File: config.mk
export PLATFORM = sky130hd
export DESIGN_NAME = ldpc_cw_serializer
export DESIGN_NICKNAME = d
export VERILOG_FILES = /design/src/rtl/ldpc_cw_serializer.sv
export SDC_FILE = /design/constraint.sdc
export NUM_CORES = 1
export LEC_CHECK = 0
export ABC_AREA = 1
export ABC_CLOCK_PERIOD_IN_PS = 13800
export BUFFER_PORTS_ARGS = -buffer_cell sky130_fd_sc_hd__buf_4
export CORE_ASPECT_RATIO = 0.7
export CORE_MARGIN = 3
export CORE_UTILIZATION = 55
export CTS_BUF_LIST = sky130_fd_sc_hd__clkbuf_4
export DETAILED_ROUTE_END_ITERATION = 8
export GPL_TIMING_DRIVEN = 0
export PLACE_DENSITY = 0.76
export SLEW_MARGIN = 20
export SYNTH_ARGS = -nofsm -noshare
export SYNTH_HDL_FRONTEND = slang
export SYNTH_SLANG_ARGS = --single-unit
File: constraint.sdc
create_clock -name clk -period 13.8 [get_ports clk]
set_clock_uncertainty 0.05 [all_clocks]
set_input_delay 2.07 -clock clk [delete_from_list [all_inputs] [get_ports clk]]
set_output_delay 2.07 -clock clk [all_outputs]
set_load 0.005 [all_outputs]
File: src/rtl/ldpc_cw_serializer.sv
// Serializes a 189-bit LDPC codeword {data_in, parity_in} into OUT_W-bit beats, MSB first,
// using a one-deep HOLD slot and a SHIFT slot. Optional macro SER_DROP_CNT_EN adds drop_cnt.
//
// state  | meaning
// IDLE   | SHIFT slot empty, no beat offered
// SEND   | SHIFT slot full, beat r_cnt offered on o_data
module ldpc_cw_serializer #(
    parameter int OUT_W = 9,
    parameter int BEATS = 189 / OUT_W
) (
    input  logic              clk,
    input  logic              rst,
    input  logic              valid,
    input  logic [26:0]       data_in,
    input  logic [161:0]      parity_in,
    output logic              o_valid,
    input  logic              o_ready,
    output logic [OUT_W-1:0]  o_data,
    output logic              o_last,
    output logic              overflow
`ifdef SER_DROP_CNT_EN
    ,
    output logic [7:0]        drop_cnt
`endif
);

    localparam int CW_W  = 189;
    localparam int CNT_W = (BEATS > 1) ? $clog2(BEATS) : 1;
    localparam logic [CNT_W-1:0] LAST_CNT = CNT_W'(BEATS - 1);

    localparam logic [0:0] S_IDLE = 1'b0;
    localparam logic [0:0] S_SEND = 1'b1;

    logic [0:0]       r_state;
    logic [CNT_W-1:0] r_cnt;
    logic [CW_W-1:0]  r_shift;
    logic [CW_W-1:0]  r_hold;
    logic             r_hold_full;
    logic             r_overflow;

    logic [CW_W-1:0]  w_cw;
    logic             w_xfer;
    logic             w_final;
    logic             w_load_new;
    logic             w_load_hold;
    logic             w_hold_wr;
    logic             w_drop;

    assign w_cw   = {data_in, parity_in};
    assign w_xfer  = (r_state == S_SEND) && o_ready;
    assign w_final = w_xfer && (r_cnt == LAST_CNT);

    // An arriving codeword goes straight to SHIFT only when nothing is queued ahead of it.
    assign w_load_new  = valid && ((r_state == S_IDLE) || (w_final && !r_hold_full));
    assign w_load_hold = w_final && r_hold_full;
    assign w_hold_wr   = valid && (r_state == S_SEND) && (!r_hold_full || w_final) && !w_load_new;
    assign w_drop      = valid && (r_state == S_SEND) && r_hold_full && !w_final;

    always_ff @(posedge clk) begin
        if (rst) begin
            r_state     <= S_IDLE;
            r_cnt       <= '0;
            r_hold_full <= 1'b0;
            r_overflow  <= 1'b0;
        end else begin
            if (w_load_new || w_load_hold) begin
                r_state <= S_SEND;
                r_cnt   <= '0;
            end else if (w_final) begin
                r_state <= S_IDLE;
                r_cnt   <= '0;
            end else if (w_xfer) begin
                r_cnt <= r_cnt + 1'b1;
            end

            if (w_hold_wr)
                r_hold_full <= 1'b1;
            else if (w_load_hold)
                r_hold_full <= 1'b0;

            if (w_drop)
                r_overflow <= 1'b1;
        end
    end

    // Slot payloads carry no reset; the flags above decide whether they mean anything.
    always_ff @(posedge clk) begin
        if (w_load_new)
            r_shift <= w_cw;
        else if (w_load_hold)
            r_shift <= r_hold;
        else if (w_xfer)
            r_shift <= {r_shift[CW_W-1-OUT_W:0], {OUT_W{1'b0}}};

        if (w_hold_wr)
            r_hold <= w_cw;
    end

`ifdef SER_DROP_CNT_EN
    logic [7:0] r_drop_cnt;

    always_ff @(posedge clk) begin
        if (rst)
            r_drop_cnt <= '0;
        else if (w_drop && (r_drop_cnt != 8'hFF))
            r_drop_cnt <= r_drop_cnt + 8'd1;
    end

    assign drop_cnt = r_drop_cnt;
`endif

    assign o_valid  = (r_state == S_SEND);
    assign o_last   = o_valid && (r_cnt == LAST_CNT);
    assign o_data   = o_valid ? r_shift[CW_W-1 -: OUT_W] : '0;
    assign overflow = r_overflow;

endmodule

==> metrics.txt, run 1 <==
CTS tree built; Synth Flop Type edfxtp_1; Req. time, crit path approximately 14 ns; Starting Density roughly 56%; relative slew slack 51.40%; Static Leak 9.019 nW; max_cap viols 0; CP Launch Type primary input; pin count of the biggest net entering global routing 53; CP Class in2reg; Least-Margin Pin Slew 0.7289 ns; final slew viol count 0; core area 29150 um2; FMAX around 240 MHz; Final Cycle Share 30.15%; H-Tree Depth 3; Crit. End Element flop; vias in the first global route between 10000 and 15000; Arrival @ worst endpoint 4.52 ns; synthesis-to-layout area growth 20.42%; I/O pin cnt 205; crit-path max FO 52; Setup Buffers After CTS 0; hold path startpoint r_hold_full$_SDFFE_PP0P_; min cycle time layout 4.161 ns; Peak VDD IR just over 70 uV; post-layout util 67.81%; warnings from Yosys 0; post-synth cell types 20; first-pass GRT wire length 60430 um; Hold Crit Class reg2reg; die area 31990 um2; Starting DRT DRC Count 1027; average routed wire per standard cell 16.24 um; Mapped Nets 1839; CTS root buf clkbuf_4; Synth Register Bits 386; dpl hpwl ~27000 um; Reg clk slew, reported paths 0.06 ns; Worst-Skew Late Latency 0.71 ns; GPL Wtd Cong a little over 0.8; total track usage 24.28%; Post-Syn Area 16410 um2; Hold Vio Cnt, Final 0; cell row count 52; final layout net count 2149; Int Pwr 1.950 mW; post-route ant nets 0; Die Span Y 150.5 um; Async SR Flop Fraction 0%; total CTS buffers 93; Reg power frac 55.6%; setup violators final 0; Power per Cell Area 130.2 nW/um2; Max clock buf depth 3; Avg Vias per Cell 5.154; grt ovf 0; sw frac 24.21%; post-synthesis sequential area ratio a little over two thirds; worst reg2reg path startpoint r_cnt[1]$_SDFFE_PP0P_; Pre-antenna DRT Iters 5; die width 212.5 um; post_cts resized 0; PortBufs a little over 200; status finished clean; Gate power share 10.8%; Post-synth EDFFs 378; Vias 12290; hold slack 0.4646 ns; share of cells above drive strength 1 20.21%; Mean Syn Cell Area 9.984 um2; Hold-fix buffers, CTS 0; initial antenna violation count 2; DRT Wirelength 38720 um; RSZ-0062 raised after global routing false; P_sw 0.6229 mW; # DRC 0; clock share of power 33.7%; crit path from o_ready; Synth Instances 1644; CTS sink count 386
critical path, stage by stage:
cell and delay (ns):
buf_4 0.11, nand2_2 0.15, inv_2 0.08, nand3_1 0.10, nand2_1 0.07, nand2_2 0.14, buf_2 0.31, buf_2 0.33
nand2_4 0.44, buf_16 0.38, buf_16 0.25
metrics by stage:
step / total power, mW / TNS (ns) / instance area (um2) / std cells / worst slack (ns)
CTS: 2.595 / 0 / 19760 / 2382 / 9.707
detailed placement: 1.729 / 0 / 18710 / 2237 / 8.949
global placement: 1.734 / -354.97 / 18420 / 2226 / -1.903
global route: 2.694 / 0 / 19770 / 2384 / 9.530
finish: 2.573 / 0 / 19770 / 2384 / 9.639
floorplan: 1.617 / 0 / 16410 / 1644 / 2.767
flip-flops by register name, summed over array words and instances (netlist names):
register / cells
r_hold: 189
r_shift: 189
overflow: 1
r_hold_full: 1
r_cnt: 5
o_valid: 1
logic make-up after synthesis:
group           Yosys count  share of synthesized area, %
flops                   386                         70.13
simple gates           1146                         26.32
fa+ha+maj                 2                        0.1524
buf+inv                 103                         3.095
compound gates            3                       0.09144
xor+xnor                  4                        0.2135
synth_stat cells, types with 3 or more instances:
master	n	area, um2
nand2_1	1127	4230
edfxtp_1	378	11350
buf_2	34	170.2
clkbuf_1	23	86.33
inv_1	19	71.32
buf_4	17	127.6
nor2_1	9	33.78
dfxtp_1	8	160.2
nand3_1	6	30.03
buf_1	5	18.77
inv_2	3	11.26
xor2_1	3	26.28
power by group through the flow:
stage	combinational, mW	sequential (mW)	clock, mW
3_5_place_dp	0.275	1.45	0
3_3_place_gp	0.254	1.48	0
6_report	0.277	1.43	0.866
5_1_grt	0.313	1.44	0.945
4_1_cts	0.277	1.43	0.888
2_1_floorplan	0.154	1.46	0
cells in the final DEF (no fill, tap or decap), drive strengths merged:
cell	instances
ha	2
clkinv	19
xor2	3
xnor2	1
buf	273
clkinvlp	2
inv	25
nand2	1129
clkbuf	142
edfxtp	378
nand3	6
nor2	10
bufinv	2
diode	2
o21ai	1
a21oi	2
nor3b	1
dfxtp	8
area by class of cell:
class	instances	area (um2)
diodes	2	5.005
plain buffers	81	425.4
clock buffers	119	893.4
clock inverters	26	161.4
fillers	2197	9382
inverters	22	82.58
multi-input cells	1155	4410
flip-flops and latches	386	11510
well taps	378	473.0
repair buffers	215	1804
layer usage:
metal  vias up  wire length [um]  part of all wire, %  track usage (%)
li1       5947                 -                    -                -
met1      5785             17950                   46            37.82
met2       511             16870                   44            34.52
met3        45              3414                  8.8            5.457
met4         0               481                  1.2            6.613
met5         -                 0                    0                0
path summary, 6_finish.rpt:
path / endpoint / slack (ns) / cells past startpoint
setup / recovery: r_shift[78]$_DFFE_PP_ / 9.64 / 11
hold / removal: r_hold_full$_SDFFE_PP0P_ / 0.46 / 2
setup reg to reg: r_shift[78]$_DFFE_PP_ / 10.55 / 12
hold reg to reg: r_hold_full$_SDFFE_PP0P_ / 0.46 / 2
(Power assumes the default switching activity.)
==> run 2, diff against run 1 <==
--- a/config.mk
+++ b/config.mk
@@ -6,15 +6,15 @@
 export NUM_CORES = 1
 export LEC_CHECK = 0
 export ABC_AREA = 1
-export ABC_CLOCK_PERIOD_IN_PS = 13800
+export ABC_CLOCK_PERIOD_IN_PS = 3600
 export BUFFER_PORTS_ARGS = -buffer_cell sky130_fd_sc_hd__buf_4
 export CORE_ASPECT_RATIO = 0.7
 export CORE_MARGIN = 3
-export CORE_UTILIZATION = 55
+export CORE_UTILIZATION = 54
 export CTS_BUF_LIST = sky130_fd_sc_hd__clkbuf_4
 export DETAILED_ROUTE_END_ITERATION = 8
 export GPL_TIMING_DRIVEN = 0
-export PLACE_DENSITY = 0.76
+export PLACE_DENSITY = 0.78
 export SLEW_MARGIN = 20
 export SYNTH_ARGS = -nofsm -noshare
 export SYNTH_HDL_FRONTEND = slang
==> constraint.sdc (replaced) <==
create_clock -name clk -period 3.6 [get_ports clk]
set_clock_uncertainty 0.05 [all_clocks]
set_input_delay 0.54 -clock clk [delete_from_list [all_inputs] [get_ports clk]]
set_output_delay 0.54 -clock clk [all_outputs]
set_load 0.005 [all_outputs]
==> run 2 against run 1 <==
Final area is 11% higher. Global-route usage is 3.3 points higher. Sequential share of layout area is 5.6 points lower. Sequential power grew to 3.8 times the previous value. First-iteration DRC count is 42% higher. Count of clock-buffer cells in the layout increased by 19. Combinational power grew to 4.5 times the previous value. Critical path type is now reg2reg. Largest cell class unchanged.
==> metrics.txt, run 2 (synthesis results as in run 1) <==
status finished clean; I/O pin cnt 205 (unchanged); initial antenna violation count 5 (+3); Crit. End Element flop; biggest regs r_hold (189), r_shift (189), r_cnt (5); DRT Wirelength 44630 um (+15%); die width 214.4 um (+0.90%); core area 29410 um2 (+0.89%); Hold Vio Cnt, Final 0 (unchanged); clock share of power 34.8% (+1.1 points); post-layout util 74.34% (+6.5 points); sw frac 25.01% (+0.80 points); share of cells above drive strength 1 19.44% (-0.77 points); Die Span Y 151.9 um (+0.89%); area of the multi-input gates 4462 um2 (+1.2%); buffers and inverters on the worst path 5 (-1); Pre-antenna DRT Iters 6 (+1); Hold Crit Class in2reg; final slew viol count 0 (unchanged); Worst-Skew Late Latency 0.73 ns (+0.02 ns); FMAX 329.7 MHz; dpl hpwl 26760 um (-0.26%); Seq. cell area 11510 um2 (about the same); Vias 13540 (+10%); hold depth 3 (+1); CP Class reg2reg; worst reg2reg path depth 10 (-2); Pwr Total 10.35 mW (+300%); Max clock buf depth 3 (unchanged); grt ovf 0 (unchanged); CTS sink count 386 (unchanged); CP peak stage delay 0.50 ns (+0.06 ns); cell row count 52 (unchanged); pin count of the biggest net entering global routing 96 (+81%); dpl cells 2263 (+1.2%); post-route ant nets 0 (unchanged); # fillers 1863 (-15%); Reg clk slew, reported paths 0.08 ns (+0.02 ns); # DRC 0 (unchanged); most common cell after layout, fill and taps aside nand2_1; relative slew slack 46.96% (-4.4 points); worst-path cell with the longest stage delay dfxtp_1; crit-path cells nand2_4 > inv_4 > nand3_2 > nand2_1 > nand2_2 > buf_2 > buf_2 > nand2_8 > buf_16 > buf_16; Starting DRT DRC Count 1457 (+42%); Gate power share 12.2% (+1.4 points); vias in the first global route 13510 (+16%); max_cap viols 0 (unchanged); RSZ-0062 raised after global routing false; die area 32560 um2 (+1.8%); Least-Margin Pin Slew 0.7937 ns (+0.06479 ns); first-pass GRT wire length 71330 um (+18%); total track usage 27.53% (+3.3 points); crit-path max FO 95 (+83%); setup violators final 0 (unchanged); Static Leak 9.890 nW (+9.7%); delay-heaviest family, CP buffers and inverters; Peak VDD IR 306.2 uV (+330%); PortBufs 204 (unchanged); Avg Vias per Cell 5.162 (+0.15%); CTS root buf clkbuf_4; post_cts resized 0 (unchanged); P_sw 2.588 mW (+320%); Arrival @ worst endpoint 3.32 ns (-1.20 ns); Req. time, crit path 3.89 ns (-10.27 ns); Worst path depth 10 (-1); total CTS buffers 93 (unchanged); Reg power frac 53.0% (-2.6 points); synthesis-to-layout area growth 33.18%; average routed wire per standard cell 17.02 um (+4.8%); Power per Cell Area 473.4 nW/um2 (+260%); CP Launch Type flop; final cell count without fillers 2622 (+10%); min cycle time layout between 3 and 4 ns; commonest cells after routing, fill and taps aside nand2_1, edfxtp_1, buf_4, dlygate4sd3_1, clkbuf_4; GPL Wtd Cong 0.8396 (+2.3%); H-Tree Depth 3 (unchanged); CTS tree built; final layout net count 2338 (+8.8%); Int Pwr 7.760 mW (+300%); Starting Density 55.82% (-0.50 points); Final Cycle Share between 80% and 90%
==> run 2: cell type report <==
type	count	share of cell area, %
antenna	5	0.05723
buffer	81	1.946
multi-input combinational	1155	20.41
timing repair buffer	404	16.86
clock buffer	138	4.739
sequential	386	52.67
inverter	22	0.3892
tap	405	2.318
clock inverter	26	0.6124
==> run 2: repair_timing <==
| item | CTS | global route |
|---|---|---|
| setup buffers | 0 | 0 |
| hold buffers | 190 | 0 |
| endpoints found under the hold margin | 280 | 0 |
==> run 2: power by group through the flow <==
stage | Combinational (mW) | Clock (mW) | Sequential (mW)
3_3_place_gp | 0.975 | 0 | 5.61
2_1_floorplan | 0.594 | 0 | 5.57
6_report | 1.26 | 3.60 | 5.48
3_5_place_dp | 1.05 | 0 | 5.57
5_1_grt | 1.41 | 3.88 | 5.51
4_1_cts | 1.23 | 3.64 | 5.48
==> run 2: worst paths after layout <==
path / slack [ns] / start / end
max: 0.57 / o_valid$_SDFFE_PP0P_ / r_shift[99]$_DFFE_PP_
min: 0.21 / o_ready / r_shift[166]$_DFFE_PP_
max reg2reg: 0.57 / o_valid$_SDFFE_PP0P_ / r_shift[99]$_DFFE_PP_
min reg2reg: 0.47 / overflow$_SDFFE_PP0P_ / overflow$_SDFFE_PP0P_
==> run 2: metal layers <==
metal  vias up  global-route usage, %  part of all wire (%)
li1       6344                      -                     -
met1      6368                  38.57                    42
met2       708                  43.77                    47
met3       115                  5.310                   8.2
met4         0                  9.687                   2.9
met5         -                      0                     0
==> run 2: metrics by stage <==
stage | hold slack (ns) | cell area (um2) | setup WS, ns | setup TNS [ns]
floorplan | 0.4104 | 16470 | -0.5082 | -173.39
finish | 0.2113 | 21860 | 0.5669 | 0
global placement | 0.4280 | 18510 | -2.136 | -790.89
CTS | 0.1334 | 21850 | 0.5860 | 0
global route | 0.1663 | 21860 | 0.4321 | 0
detailed placement | 0.4356 | 18780 | 0.4892 | 0
==> run 2: worst min-delay path: cells and delay by family <==
kind,cells,cell delay (ns)
simple gates,2,0.23
buf+inv,1,0.10
